==> config.mk <==
export PLATFORM = sky130hd
export DESIGN_NAME = bit_packer_flat
export DESIGN_NICKNAME = d
export VERILOG_FILES = /design/src/rtl/bit_packer_pkg.sv /design/src/rtl/bit_packer_if.sv /design/src/rtl/bit_aligner.sv /design/src/rtl/bit_packer.sv /design/src/flat_wrapper.sv
export SDC_FILE = /design/constraint.sdc
export NUM_CORES = 1
export LEC_CHECK = 0
export ABC_AREA = 1
export BUFFER_PORTS_ARGS = -buffer_cell sky130_fd_sc_hd__buf_2
export CAP_MARGIN = 30
export CORE_MARGIN = 2
export CORE_UTILIZATION = 29
export CTS_BUF_LIST = sky130_fd_sc_hd__clkbuf_4
export DETAILED_ROUTE_END_ITERATION = 10
export GPL_TIMING_DRIVEN = 0
export HOLD_SLACK_MARGIN = 0.05
export PLACE_DENSITY = 0.42
export SETUP_SLACK_MARGIN = 0.5
export SLEW_MARGIN = 40
export SYNTH_ARGS = -nofsm -noshare
export SYNTH_HDL_FRONTEND = slang
export SYNTH_SLANG_ARGS = --single-unit
==> constraint.sdc <==
create_clock -name i_clk -period 6.37 [get_ports i_clk]
set_input_delay 0.3185 -clock i_clk [delete_from_list [all_inputs] [get_ports i_clk]]
set_output_delay 0.3185 -clock i_clk [all_outputs]
set_load 0.1 [all_outputs]
==> src/rtl/bit_packer_pkg.sv <==
// Shared compression constants: code-word limits, output word geometry and
// the packer state encoding. Also imported by the length generator.
package bit_packer_pkg;

    localparam int MAX_CODE_LEN = 34;   // longest compressed code word
    localparam int LENGTH_W     = 6;    // width of a code-length field
    localparam int OUT_WORD_W   = 32;   // packed output word width
    localparam int COUNT_W      = 7;    // fill count, covers 0..CODE_W+OUT_W
    localparam int LAST_BITS_W  = 6;    // valid-bit count of the final word, 0..32

    // Packer state encoding (legacy-compatible constants).
    localparam logic [0:0] ST_PACK  = 1'b0;
    localparam logic [0:0] ST_FLUSH = 1'b1;

endpackage

==> src/rtl/bit_packer_if.sv <==
// Code-word input and packed-word output handshakes of the bit packer.
interface bit_packer_if import bit_packer_pkg::*; #(
    parameter int CODE_W = MAX_CODE_LEN,
    parameter int LENGTH = LENGTH_W,
    parameter int OUT_W  = OUT_WORD_W
);
    logic                   i_valid;
    logic                   o_ready;
    logic [CODE_W-1:0]      i_data;
    logic [LENGTH-1:0]      i_length;
    logic                   i_last;
    logic                   o_valid;
    logic                   i_ready;
    logic [OUT_W-1:0]       o_data;
    logic                   o_last;
    logic [LAST_BITS_W-1:0] o_last_bits;

    // Packer side.
    modport slave (
        input  i_valid, i_data, i_length, i_last, i_ready,
        output o_ready, o_valid, o_data, o_last, o_last_bits
    );

    // Source/sink side (code-word producer and packed-word consumer).
    modport master (
        output i_valid, i_data, i_length, i_last, i_ready,
        input  o_ready, o_valid, o_data, o_last, o_last_bits
    );
endinterface

==> src/rtl/bit_aligner.sv <==
// Combinational shifter: masks a right-justified code word to its length and
// places it MSB-first directly below the current fill of the packing buffer.
module bit_aligner import bit_packer_pkg::*; #(
    parameter int CODE_W = MAX_CODE_LEN,
    parameter int LENGTH = LENGTH_W,
    parameter int OUT_W  = OUT_WORD_W
) (
    input  logic [CODE_W-1:0]        i_data,
    input  logic [LENGTH-1:0]        i_length,   // already saturated to CODE_W
    input  logic [COUNT_W-1:0]       i_fill,
    output logic [CODE_W+OUT_W-1:0]  o_bits
);
    localparam int BUF_W = CODE_W + OUT_W;
    localparam int LW1   = LENGTH + 1;

    logic [CODE_W-1:0] w_masked;
    logic [LENGTH:0]   w_lead;
    logic [BUF_W-1:0]  w_top;

    // Drop bits above the code length; a full-width length shifts every one out.
    assign w_masked = i_data & ~({CODE_W{1'b1}} << i_length);
    // Zero bits above the code word once it sits at the top of the buffer.
    assign w_lead   = LW1'(CODE_W) - {1'b0, i_length};
    assign w_top    = {w_masked, {OUT_W{1'b0}}} << w_lead;
    assign o_bits   = w_top >> i_fill;
endmodule

==> src/rtl/bit_packer.sv <==
// Packs variable-length code words MSB-first into fixed OUT_W-bit words,
// flushing a zero-padded final word (with its valid-bit count) at stream end.
module bit_packer import bit_packer_pkg::*; #(
    parameter int CODE_W = MAX_CODE_LEN,
    parameter int LENGTH = LENGTH_W,
    parameter int OUT_W  = OUT_WORD_W
) (
    input  logic        i_clk,
    input  logic        i_reset,
    bit_packer_if.slave bus
);
    localparam int BUF_W = CODE_W + OUT_W;

    logic [BUF_W-1:0]   r_buf;
    logic [COUNT_W-1:0] r_count;
    logic [0:0]         r_state;

    logic [LENGTH-1:0]  w_len_sat;
    logic [BUF_W-1:0]   w_aligned;
    logic               w_accept;
    logic               w_emit;
    logic               w_final;

    assign w_len_sat = (bus.i_length > LENGTH'(CODE_W)) ? LENGTH'(CODE_W) : bus.i_length;

    bit_aligner #(
        .CODE_W   (CODE_W),
        .LENGTH   (LENGTH),
        .OUT_W    (OUT_W)
    ) u_aligner (
        .i_data   (bus.i_data),
        .i_length (w_len_sat),
        .i_fill   (r_count),
        .o_bits   (w_aligned)
    );

    // Input and output never handshake together: o_ready needs count<OUT_W,
    // which in PACK also means o_valid is low.
    assign bus.o_ready = !i_reset && (r_state == ST_PACK) && (r_count < COUNT_W'(OUT_W));
    assign w_accept    = bus.i_valid && bus.o_ready;

    // Outputs come straight from state registers, so they hold under backpressure.
    assign w_final         = (r_state == ST_FLUSH) && (r_count <= COUNT_W'(OUT_W));
    assign bus.o_valid     = (r_state == ST_FLUSH) || (r_count >= COUNT_W'(OUT_W));
    assign bus.o_data      = r_buf[BUF_W-1 -: OUT_W];
    assign bus.o_last      = w_final;
    assign bus.o_last_bits = w_final ? LAST_BITS_W'(r_count) : '0;
    assign w_emit          = bus.o_valid && bus.i_ready;

    // Buffer, fill count and state: append on accept, shift out on emit.
    always_ff @(posedge i_clk) begin
        // NOTE: sequential state uses non-blocking assignments so every register
        // samples pre-edge values, independent of statement order.
        if (i_reset) begin
            r_buf   <= '0;
            r_count <= '0;
            r_state <= ST_PACK;
        end else if (w_accept) begin
            // Bits below the fill are always zero, so OR-ing appends in place.
            r_buf   <= r_buf | w_aligned;
            r_count <= r_count + COUNT_W'(w_len_sat);
            if (bus.i_last)
                r_state <= ST_FLUSH;
        end else if (w_emit) begin
            if (w_final) begin
                r_buf   <= '0;
                r_count <= '0;
                r_state <= ST_PACK;
            end else begin
                r_buf   <= r_buf << OUT_W;
                r_count <= r_count - COUNT_W'(OUT_W);
            end
        end
    end
endmodule

==> src/flat_wrapper.sv <==
// flat-port wrapper written by rule: the top's interface ports become plain ports
module bit_packer_flat import bit_packer_pkg::*;
#(
    parameter int CODE_W = MAX_CODE_LEN,
    parameter int LENGTH = LENGTH_W,
    parameter int OUT_W  = OUT_WORD_W
)
  (i_clk, i_reset, bus_i_valid, bus_i_data, bus_i_length, bus_i_last, bus_i_ready, bus_o_ready, bus_o_valid, bus_o_data, bus_o_last, bus_o_last_bits);
  bit_packer_if #(.CODE_W(CODE_W), .LENGTH(LENGTH), .OUT_W(OUT_W)) bus_i ();
  input  logic i_clk;
  input  logic i_reset;
  input wire logic [$bits(bus_i.i_valid)-1:0] bus_i_valid;
  input wire logic [$bits(bus_i.i_data)-1:0] bus_i_data;
  input wire logic [$bits(bus_i.i_length)-1:0] bus_i_length;
  input wire logic [$bits(bus_i.i_last)-1:0] bus_i_last;
  input wire logic [$bits(bus_i.i_ready)-1:0] bus_i_ready;
  output wire logic [$bits(bus_i.o_ready)-1:0] bus_o_ready;
  output wire logic [$bits(bus_i.o_valid)-1:0] bus_o_valid;
  output wire logic [$bits(bus_i.o_data)-1:0] bus_o_data;
  output wire logic [$bits(bus_i.o_last)-1:0] bus_o_last;
  output wire logic [$bits(bus_i.o_last_bits)-1:0] bus_o_last_bits;
  assign bus_i.i_valid = bus_i_valid;
  assign bus_i.i_data = bus_i_data;
  assign bus_i.i_length = bus_i_length;
  assign bus_i.i_last = bus_i_last;
  assign bus_i.i_ready = bus_i_ready;
  assign bus_o_ready = bus_i.o_ready;
  assign bus_o_valid = bus_i.o_valid;
  assign bus_o_data = bus_i.o_data;
  assign bus_o_last = bus_i.o_last;
  assign bus_o_last_bits = bus_i.o_last_bits;
  bit_packer #(.CODE_W(CODE_W), .LENGTH(LENGTH), .OUT_W(OUT_W)) u_core (.i_clk(i_clk), .i_reset(i_reset), .bus(bus_i));
endmodule
==> impl_results.md, run 1 <==
- Status: completed
- Setup Fix Bufs, Post-CTS: 0
- Cell leakage power: 4.65 nW
- Max-cap violations: 0
- TritonCTS clock tree: done
- Max-slew headroom: 47.2%
- Worst-path cell with the longest stage delay: o21ai_0
- Fin crit period: 4210 ps
- Yosys cell types: 43
- Post-route setup TNS: 0 ps
- Delay-heaviest family, CP: buffers and inverters
- Global-route wire length before repair: 65.7 mm
- Global Route Usage Sum: 27.5%
- Number of buffers created by CTS: 9
- Pwr Density: 475 mW/mm^2
- Switching Share: 64.5%
- Register area share after synthesis: 16.9%
- Hold WC Path Type: primary input to register
- # clock sinks: 74
- Final setup vio count: 0
- Total of warnings raised by yosys: 0
- Fin Clk Skew: 27.4 ps
- Post-route ant nets: 0
- Mapped Nets: 1644
- Die W: 178 um
- Initial Util: 29.6%
- Worst VDD drop: 339 uV
- Critical path, cell by cell: buf_2 -> inv_2 -> nand3_2 -> nand2_2 -> nand2_4 -> inv_4 -> buf_6 -> ha_1 -> clkbuf_1 -> inv_1 -> buf_1 -> o211ai_1 -> nand3_1 -> nand3_1 -> nand4_1 -> nand3_1 -> nand2_1 -> nand2_1 -> nand3_1 -> a21oi_1 -> o21ai_0 -> a21oi_1
- Root Driver: clkbuf_4
- Multi-input gate area: 0.00611 sq mm
- FF/Latch Area: 0.00148 sq mm
- Int Pwr: 1.66 mW
- Non-filler instance count after layout: 2076
- Critical path class: primary input to register
- Number of global-route vias before repair: 10900
- Post_cts resized: 0
- Post-CTS Hold Buffers: 0
- Yosys reg bits: 74
- Vias per cell: 5.53
- Top-level port count: 86
- RSZ-0062 raised after global routing: no
- Worst Tran Pin Value: 784 ps
- CP Data Required Time: 6680 ps
- Buf/Inv on CP: 7
- DRC Markers: 0
- H-tree depth: 3
- Final nets: 1737
- Finished Cell Area: 0.00985 sq mm
- Post-DP Area: 0.00968 sq mm
- # rows: 63
- Die Height: 178 um
- Crit-path most repeated cell: nand3_1
- DR WL/cell: 20.8 um
- WP data arrival: 4520 ps
- DRT Pass-1 Iters: 5
- Mapped cell area: 0.00878 sq mm
- Average cell area after synthesis: 5.53 sq um
- Max Fclk: 237 MHz
- Maximum fanout along the worst path: 12
- Routed vias: 11500
- # fillers: 3475
- Critical path endpoint category: register
- Reg clk slew, reported paths: 140 ps
- Placer Congestion: 0.956
- Clock buffer depth: 2
- Net load switching power: 3.02 mW
- Detailed Route Iter0 Violations: 1337
- DP Wirelength: 35.5 mm
- Pins Over Slew Limit: 0
- Layout cells sized above 1: 13.6%
- Area growth syn-to-layout: 12.1%
- Core region area: 0.0297 sq mm
- Clock power share: 7.6%
- Comb pwr share: 78.0%
- Die area: 0.0317 sq mm
- Post-Route WL: 43.2 mm
- Crit path largest cell delay: 650 ps
- GRT overflow: 0
- Placed insts: 2059
- Largest net degree at the start of global routing: 14
- Flop pwr share: 14.4%
- Number of I/O port buffers: 82
- Clk_lat worst skew: 470 ps
- Initial antenna violation count: 1
- Crit start category: primary input
- Final Hold Vio Count: 0
- Final worst path period share: 66.1%
- Post-Synthesis Cells: 1587
## final timing paths
| check | slack (ps) | from | cells past startpoint | endpoint |
|---|---|---|---|---|
| worst min register to register | 480 | u_core.r_buf[12] | 2 | u_core.r_buf[12] |
| worst max-delay path | 2160 | bus_i_length[2] | 22 | u_core.r_buf[13] |
| worst max register to register | 2390 | u_core.r_count[6] | 14 | u_core.r_buf[62] |
| worst min-delay path | 170 | bus_i_last | 5 | u_core.r_state |
## layer usage
layer  up-vias  wire (um)  GRT usage, %  share of wire [%]
li1       5562          -             -                  -
met1      5396      20600          39.7                 48
met2       461      18600          42.6                 43
met3        56       3080          4.71                7.1
met4         0        880          6.05                2.0
met5         -          0             0                  0
## worst reg2reg max path: cells and delay by family, from the launching register on
family	cells	cell delay (ps)
adder cells (fa/ha/maj)	1	290
flip-flops	1	380
AO/OA/AOI/OAI	2	320
AND/OR/NAND/NOR	4	640
buffers and inverters	7	2290
## registers in the layout, indices dropped and copies added (netlist names)
signal and count:
u_core.r_buf 66, u_core.r_state 1, u_core.r_count 7
## cell families after synthesis
| logic type | after synthesis | share of synthesized area, % |
|---|---|---|
| simple gates | 979 | 49.5 |
| fa+ha+maj | 12 | 1.79 |
| buf+inv | 252 | 13.6 |
| compound gates | 270 | 18.2 |
| flops | 74 | 16.9 |
## stage by stage
| stage | hold WS [ps] | total power, mW | utilization (%) | setup slack, ps |
|---|---|---|---|---|
| CTS | 132 | 4.61 | 33.1 | 2420 |
| global route | 186 | 5.02 | 33.1 | 1930 |
| finish | 172 | 4.68 | 33.1 | 2160 |
| floorplan | 444 | 3.17 | - | 1670 |
| global placement | 458 | 4.26 | 32.6 | 1880 |
| detailed placement | 462 | 4.24 | 32.6 | 1900 |
## power groups by stage
| stage | sequential, mW | combinational, mW | clock (mW) |
|---|---|---|---|
| 2_1_floorplan | 0.650 | 2.52 | 0 |
| 3_3_place_gp | 0.683 | 3.58 | 0 |
| 3_5_place_dp | 0.684 | 3.56 | 0 |
| 4_1_cts | 0.673 | 3.57 | 0.368 |
| 5_1_grt | 0.688 | 3.95 | 0.384 |
| 6_report | 0.674 | 3.65 | 0.357 |
## layout make-up
type	instances	area share, %
flip-flops and latches	74	15.0
multi-input cells	1261	62.0
well taps	390	4.95
repair buffers	82	4.17
clock inverters	6	0.915
inverters	109	4.20
plain buffers	143	7.91
clock buffers	10	0.762
diodes	1	0.0254
## placed cells by master, fill, tap and decap left out, types with 11 or more instances in the layout
cell	Yosys	final
dfxtp_1	74	74
buf_2	38	120
o21ai_0	61	61
clkbuf_1	42	42
a31oi_1	32	32
ha_1	11	11
nand3_1	371	371
nor2_1	62	62
o211ai_1	11	11
buf_4	38	38
inv_1	96	96
a21oi_1	79	79
a22oi_1	27	27
nand4_1	34	34
nand2_1	478	478
o21ai_1	24	24
buf_1	18	18
## synth_stat cells
cell,number,share of area [%]
nand2_2,5,0.36
inv_1,96,4.1
inv_2,9,0.38
nor2_4,4,0.51
o21ai_1,24,1.4
dfxtp_1,74,17
nand2_4,2,0.26
a22oi_2,1,0.14
ha_1,11,1.6
o21ai_2,6,0.60
a21oi_2,4,0.40
nor2_1,62,2.6
nand2_1,478,20
clkbuf_1,42,1.8
buf_6,7,0.90
a31o_2,1,0.10
buf_4,38,3.2
nor3_1,8,0.46
buf_1,18,0.77
inv_4,2,0.14
o22ai_1,5,0.36
a21oi_1,79,4.5
fa_1,1,0.23
clkinv_1,2,0.086
nand3_2,5,0.57
o21ai_0,61,3.5
nand4_1,34,2.4
or2_1,1,0.071
a21boi_1,3,0.26
nand3_1,371,21
o21a_1,1,0.086
o21bai_1,7,0.60
buf_2,38,2.2
a21o_1,1,0.086
a31oi_1,32,2.3
nor2_2,7,0.50
or2_2,1,0.071
nand3b_1,1,0.086
o221ai_1,2,0.20
o211ai_1,11,0.94
o31ai_1,3,0.26
a22oi_1,27,2.3
o211ai_2,2,0.28
No activity file was read; power rests on OpenSTA's default activity.
==> run 2, diff against run 1 <==
clock period = 4.4 ns   (was 6.37 ns; I/O delays follow)
==> impl_results.md, run 2 (synthesis results as in run 1) <==
- Critical path, cell by cell: clkbuf_1 -> inv_1 -> ha_1 -> inv_1 -> nor3_2 -> nand2_1 -> inv_2 -> nor2_1 -> clkbuf_1 -> a22oi_1 -> o21ai_0
- Initial Util: 29.6%
- DP Wirelength: 36.4 mm
- WP data arrival: 4080 ps
- Critical path endpoint category: register
- Cell leakage power: 4.67 nW
- Final worst path period share: 83.6%
- Comb pwr share: 78.1%
- CP Data Required Time: 4800 ps
- DRT Pass-1 Iters: 5
- Commonest non-fill, non-tap cell in the layout: nand2_1
- Max-slew headroom: 50.0%
- Final core utilization: 33.3%
- TritonCTS clock tree: done
- Layout cells sized above 1: 14.2%
- Max Fclk: 272 MHz
- DR WL/cell: 21.1 um
- DRC Markers: 0
- Maximum fanout along the worst path: 10
- Worst VDD drop: 385 uV
- Highest-count cells in the layout ignoring fill and taps: 478 x nand2_1, 371 x nand3_1, 120 x buf_2
- Post-Route WL: 43.9 mm
- Final nets: 1738
- Final setup vio count: 0
- Int Pwr: 2.41 mW
- Pwr Density: 689 mW/mm^2
- Non-filler instance count after layout: 2077
- Global routing usage on met2: 43.6%
- Number of I/O port buffers: 82
- Detailed Route Iter0 Violations: 1162
- Max-cap violations: 0
- Delay-heaviest family, CP: buffers and inverters
- Global-route wire length before repair: 66.7 mm
- Pins Over Slew Limit: 0
- Global Route Usage Sum: 28.1%
- Reg clk slew, reported paths: 140 ps
- Area growth syn-to-layout: 12.6%
- Net load switching power: 4.40 mW
- H-tree depth: 3
- GRT met3 Usage: 5.22%
- Fin Clk Skew: 32.3 ps
- Worst-path cell with the longest stage delay: clkbuf_1
- Crit start category: register
- Largest registers: u_core.r_buf (66), u_core.r_count (7), u_core.r_state (1)
- Die area: 0.0317 sq mm
- Clock power share: 7.5%
- Switching Share: 64.7%
- Hold WC Path Type: primary input to register
- Fin crit period: 3680 ps
- Die Height: 178 um
- Setup Fix Bufs, Post-CTS: 0
- Number of buffers created by CTS: 9
- Vias per cell: 5.55
- Post-route ant nets: 0
- Placer Congestion: 0.960
- Flop pwr share: 14.4%
- Critical path class: register to register
- Root Driver: clkbuf_4
- Die W: 178 um
- Worst Tran Pin Value: 750 ps
- Core region area: 0.0297 sq mm
- GRT overflow: 0
- Initial antenna violation count: 1
- Most used routing layer: met2
- # rows: 63
- Number of global-route vias before repair: 11000
- Placed insts: 2059
- Final Hold Vio Count: 0
- Largest net degree at the start of global routing: 14
- Clk_lat worst skew: 480 ps
- RSZ-0062 raised after global routing: no
- Max reg flops: 66
- Crit path largest cell delay: 580 ps
- Routed vias: 11500
- Top-level port count: 86
- Most flop-heavy register: u_core.r_buf
- # clock sinks: 74
- Buf/Inv on CP: 5
- Status: completed
- GR Util met1: 40.3%
- Clock buffer depth: 2
run 2: changes by cell type in the layout (fill, tap and decap cells not counted), sizes merged:
cell	before	now
clkinv	4	5
clkbuf	52	53
dlygate4sd3	0	1
buf	183	181
run 2: repair_timing:
item | CTS | global route
gates resized for setup | 1 | 14
hold endpoints to repair | 1 | 0
endpoints found under the setup margin | 2 | 64
cloned | 0 | 0
hold buffers | 1 | 0
run 2: area by class of cell:
| class | instances | area [sq um] |
|---|---|---|
| multi-input cells | 1261 | 6130 |
| flip-flops and latches | 74 | 1480 |
| clock buffers | 9 | 67.6 |
| inverters | 109 | 418 |
| clock inverters | 7 | 90.1 |
| fillers | 3452 | 19800 |
| repair buffers | 83 | 420 |
| well taps | 390 | 488 |
| diodes | 1 | 2.50 |
| plain buffers | 143 | 788 |
run 2: path summary, 6_finish.rpt:
kind | start | to | slack [ps] | cells past startpoint
worst max-delay path | u_core.r_count[6] | u_core.r_buf[37] | 720 | 11
worst min-delay path | bus_i_ready | u_core.r_buf[27] | 230 | 6
worst max register to register | u_core.r_count[6] | u_core.r_buf[37] | 720 | 11
worst min register to register | u_core.r_buf[1] | u_core.r_buf[1] | 480 | 2
run 2: per-layer routing:
layer  routed length [um]  share of wire (%)
met5                    0                  0
met4                  792                1.8
met3                 3220                7.3
met2                18900                 43
met1                21000                 48
run 2: per-stage QoR:
| stage | instance area (sq um) | total power, mW | hold slack (ps) | setup WS (ps) | setup TNS (ps) |
|---|---|---|---|---|---|
| 2_1_floorplan | 8790 | 4.60 | 425 | 702 | 0 |
| 3_3_place_gp | 9690 | 6.20 | 458 | -71.4 | -118 |
| 3_5_place_dp | 9690 | 6.18 | 464 | -34.3 | -53.5 |
| 4_1_cts | 9860 | 6.71 | 169 | 510 | 0 |
| 5_1_grt | 9890 | 7.33 | 216 | 504 | 0 |
| 6_report | 9890 | 6.81 | 228 | 722 | 0 |
run 2: worst min-delay path: cells and delay by family:
family / cells / cell delay, ps
buffers and inverters: 3 / 220
AND/OR/NAND/NOR: 2 / 160
AO/OA/AOI/OAI: 1 / 70
run 2: power by group through the flow:
stage	registers (mW)	clock network, mW	logic [mW]
4_1_cts	0.978	0.525	5.20
3_3_place_gp	0.990	0	5.21
2_1_floorplan	0.941	0	3.66
5_1_grt	1.00	0.555	5.77
3_5_place_dp	0.993	0	5.19
6_report	0.979	0.509	5.32
==> run 3, diff against run 2 <==
PLACE_DENSITY = 0.44   (was 0.42)
clock period = 2.95 ns   (was 4.4 ns; I/O delays follow)
==> impl_results.md, run 3 (synthesis results as in run 1) <==
- Highest-count cells in the layout ignoring fill and taps: 315 x nand2_1, 182 x nand3_2, 157 x nand3_1
- # clock sinks: 74
- Largest registers: u_core.r_buf (66), u_core.r_count (7), u_core.r_state (1)
- Final setup vio count: 0
- Most used routing layer: met2
- Final worst path period share: 92.8%
- Initial Util: 29.6%
- Global routing usage on met2: 46.2%
- Top-level port count: 86
- Net load switching power: 7.81 mW
- Crit-path most repeated cell: nand2_2
- Core region area: 0.0297 sq mm
- Placed insts: 2059
- Worst VDD drop: 580 uV
- Post-Route WL: 45.5 mm
- Max reg flops: 66
- Hold path depth: 3
- H-tree depth: 3
- Final Hold Vio Count: 0
- Die W: 178 um
- Status: completed
- Placer Congestion: 0.937
- Max-cap violations: 0
- Dpl ws: -939 ps
- Commonest non-fill, non-tap cell in the layout: nand2_1
- Number of global-route vias before repair: 11400
- Switching Share: 62.9%
- Clock power share: 6.1%
- Int Pwr: 4.62 mW
- FF-to-FF Start: u_core.r_count[0]
- GRT overflow: 0
- Largest net degree at the start of global routing: 14
- Number of I/O port buffers: 82
- WP data arrival: 3120 ps
- Worst Tran Pin Value: 917 ps
- Max-slew headroom: 38.9%
- Pins Over Slew Limit: 0
- Vias per cell: 5.65
- Hold WC Path Type: primary input to register
- DR WL/cell: 21.3 um
- Non-filler instance count after layout: 2131
- Final worst slack: 213 ps
- Max Fclk: 365 MHz
- Reg2reg end: u_core.r_buf[11]
- CP Data Required Time: 3340 ps
- Worst-path cell with the longest stage delay: ha_4
- Global-route wire length before repair: 69.5 mm
- Post-route ant nets: 0
- Initial antenna violation count: 1
- Total power: 12.4 mW
- Worst hold endpoint: u_core.r_buf[42]
- Routed vias: 12000
- Final nets: 1792
- Area growth syn-to-layout: 51.1%
- Critical path class: primary input to register
- Die area: 0.0317 sq mm
- Detailed Route Iter0 Violations: 1089
- Layout cells sized above 1: 46.1%
- Fin Clk Skew: 39.3 ps
- Fin crit period: 2740 ps
- Die Height: 178 um
- Critical path endpoint category: register
- Maximum fanout along the worst path: 5
- RSZ-0062 raised after global routing: yes
- DRC Markers: 0
- # fillers: 3157
- Number of buffers created by CTS: 9
- Clk_lat worst skew: 450 ps
- DRT Pass-1 Iters: 6
- Crit start category: primary input
- DP Wirelength: 35.8 mm
- Reg2reg path depth: 14
- Start point of the critical path: bus_i_length[1]
- Clock buffer depth: 2
- TritonCTS clock tree: done
- # rows: 63
- HP Start: bus_i_valid
- GR Util met1: 41.5%
- Crit path largest cell delay: 190 ps
- Pwr Density: 937 mW/mm^2
- Flop pwr share: 11.9%
- Cell leakage power: 5.75 nW
- GRT met3 Usage: 3.01%
- Global Route Usage Sum: 28.8%
- Root Driver: clkbuf_4
- Comb pwr share: 82.0%
- Reg clk slew, reported paths: 150 ps
- Most flop-heavy register: u_core.r_buf
- R2R Setup Slk: 260 ps
-- run 3: final cells by class --
| class | instances | area [sq um] | area share [%] |
|---|---|---|---|
| Multi-Input combinational cell | 1262 | 8710 | 65.6 |
| Sequential cell | 74 | 1480 | 11.2 |
| Buffer | 143 | 1010 | 7.62 |
| Clock inverter | 6 | 90.1 | 0.679 |
| Inverter | 109 | 467 | 3.52 |
| Antenna cell | 2 | 5.00 | 0.0377 |
| Clock buffer | 9 | 67.6 | 0.509 |
| Tap cell | 390 | 488 | 3.68 |
| Timing Repair inverter | 1 | 3.75 | 0.0283 |
| Timing Repair Buffer | 135 | 945 | 7.12 |
-- run 3: layer usage --
metal,routed length [um],vias up
met1,21100,5780
met4,1000,0
met5,0,-
met2,20600,489
met3,2750,75
li1,-,5700
-- run 3: power by group through the flow --
stage / clock network (mW) / registers (mW) / logic, mW
2_1_floorplan: 0 / 1.42 / 5.83
4_1_cts: 0.771 / 1.47 / 9.35
5_1_grt: 0.811 / 1.51 / 10.9
3_3_place_gp: 0 / 1.49 / 8.13
6_report: 0.762 / 1.47 / 10.2
3_5_place_dp: 0 / 1.50 / 8.09
-- run 3: timing repair --
item | 4_1_cts | 5_1_grt
gates cloned | 5 | 1
hold buffers | 1 | 0
pin swaps | 133 | 142
endpoints found under the hold margin | 1 | 0
gates resized for setup | 408 | 200
setup endpoints to repair | 82 | 82
buffers inserted | 34 | 14
-- run 3: worst max path at each step --
| stage | end | cells after the start | slack [ps] |
|---|---|---|---|
| finish | u_core.r_buf[11] | 28 | 210 |
| CTS | bus_o_last_bits[2] | 7 | 230 |
| global placement | u_core.r_buf[43] | 26 | -940 |
| global route | u_core.r_buf[27] | 28 | 30 |
| detailed placement | u_core.r_buf[43] | 26 | -940 |
| floorplan | u_core.r_buf[50] | 14 | 230 |
-- run 3: per-stage QoR --
stage	hold WS [ps]	cell area (sq um)	setup TNS [ps]	utilization, %
finish	128	13300	0	44.6
global route	114	13300	0	44.6
CTS	115	12400	0	41.7
detailed placement	458	10200	-44650	34.4
global placement	457	10200	-43950	34.4
floorplan	353	9330	0	-
-- run 3: critical path, delay by kind of cell --
family / cells / cell delay (ps)
buf+inv: 7 / 680
simple gates: 17 / 1670
fa+ha+maj: 1 / 190
compound gates: 3 / 400
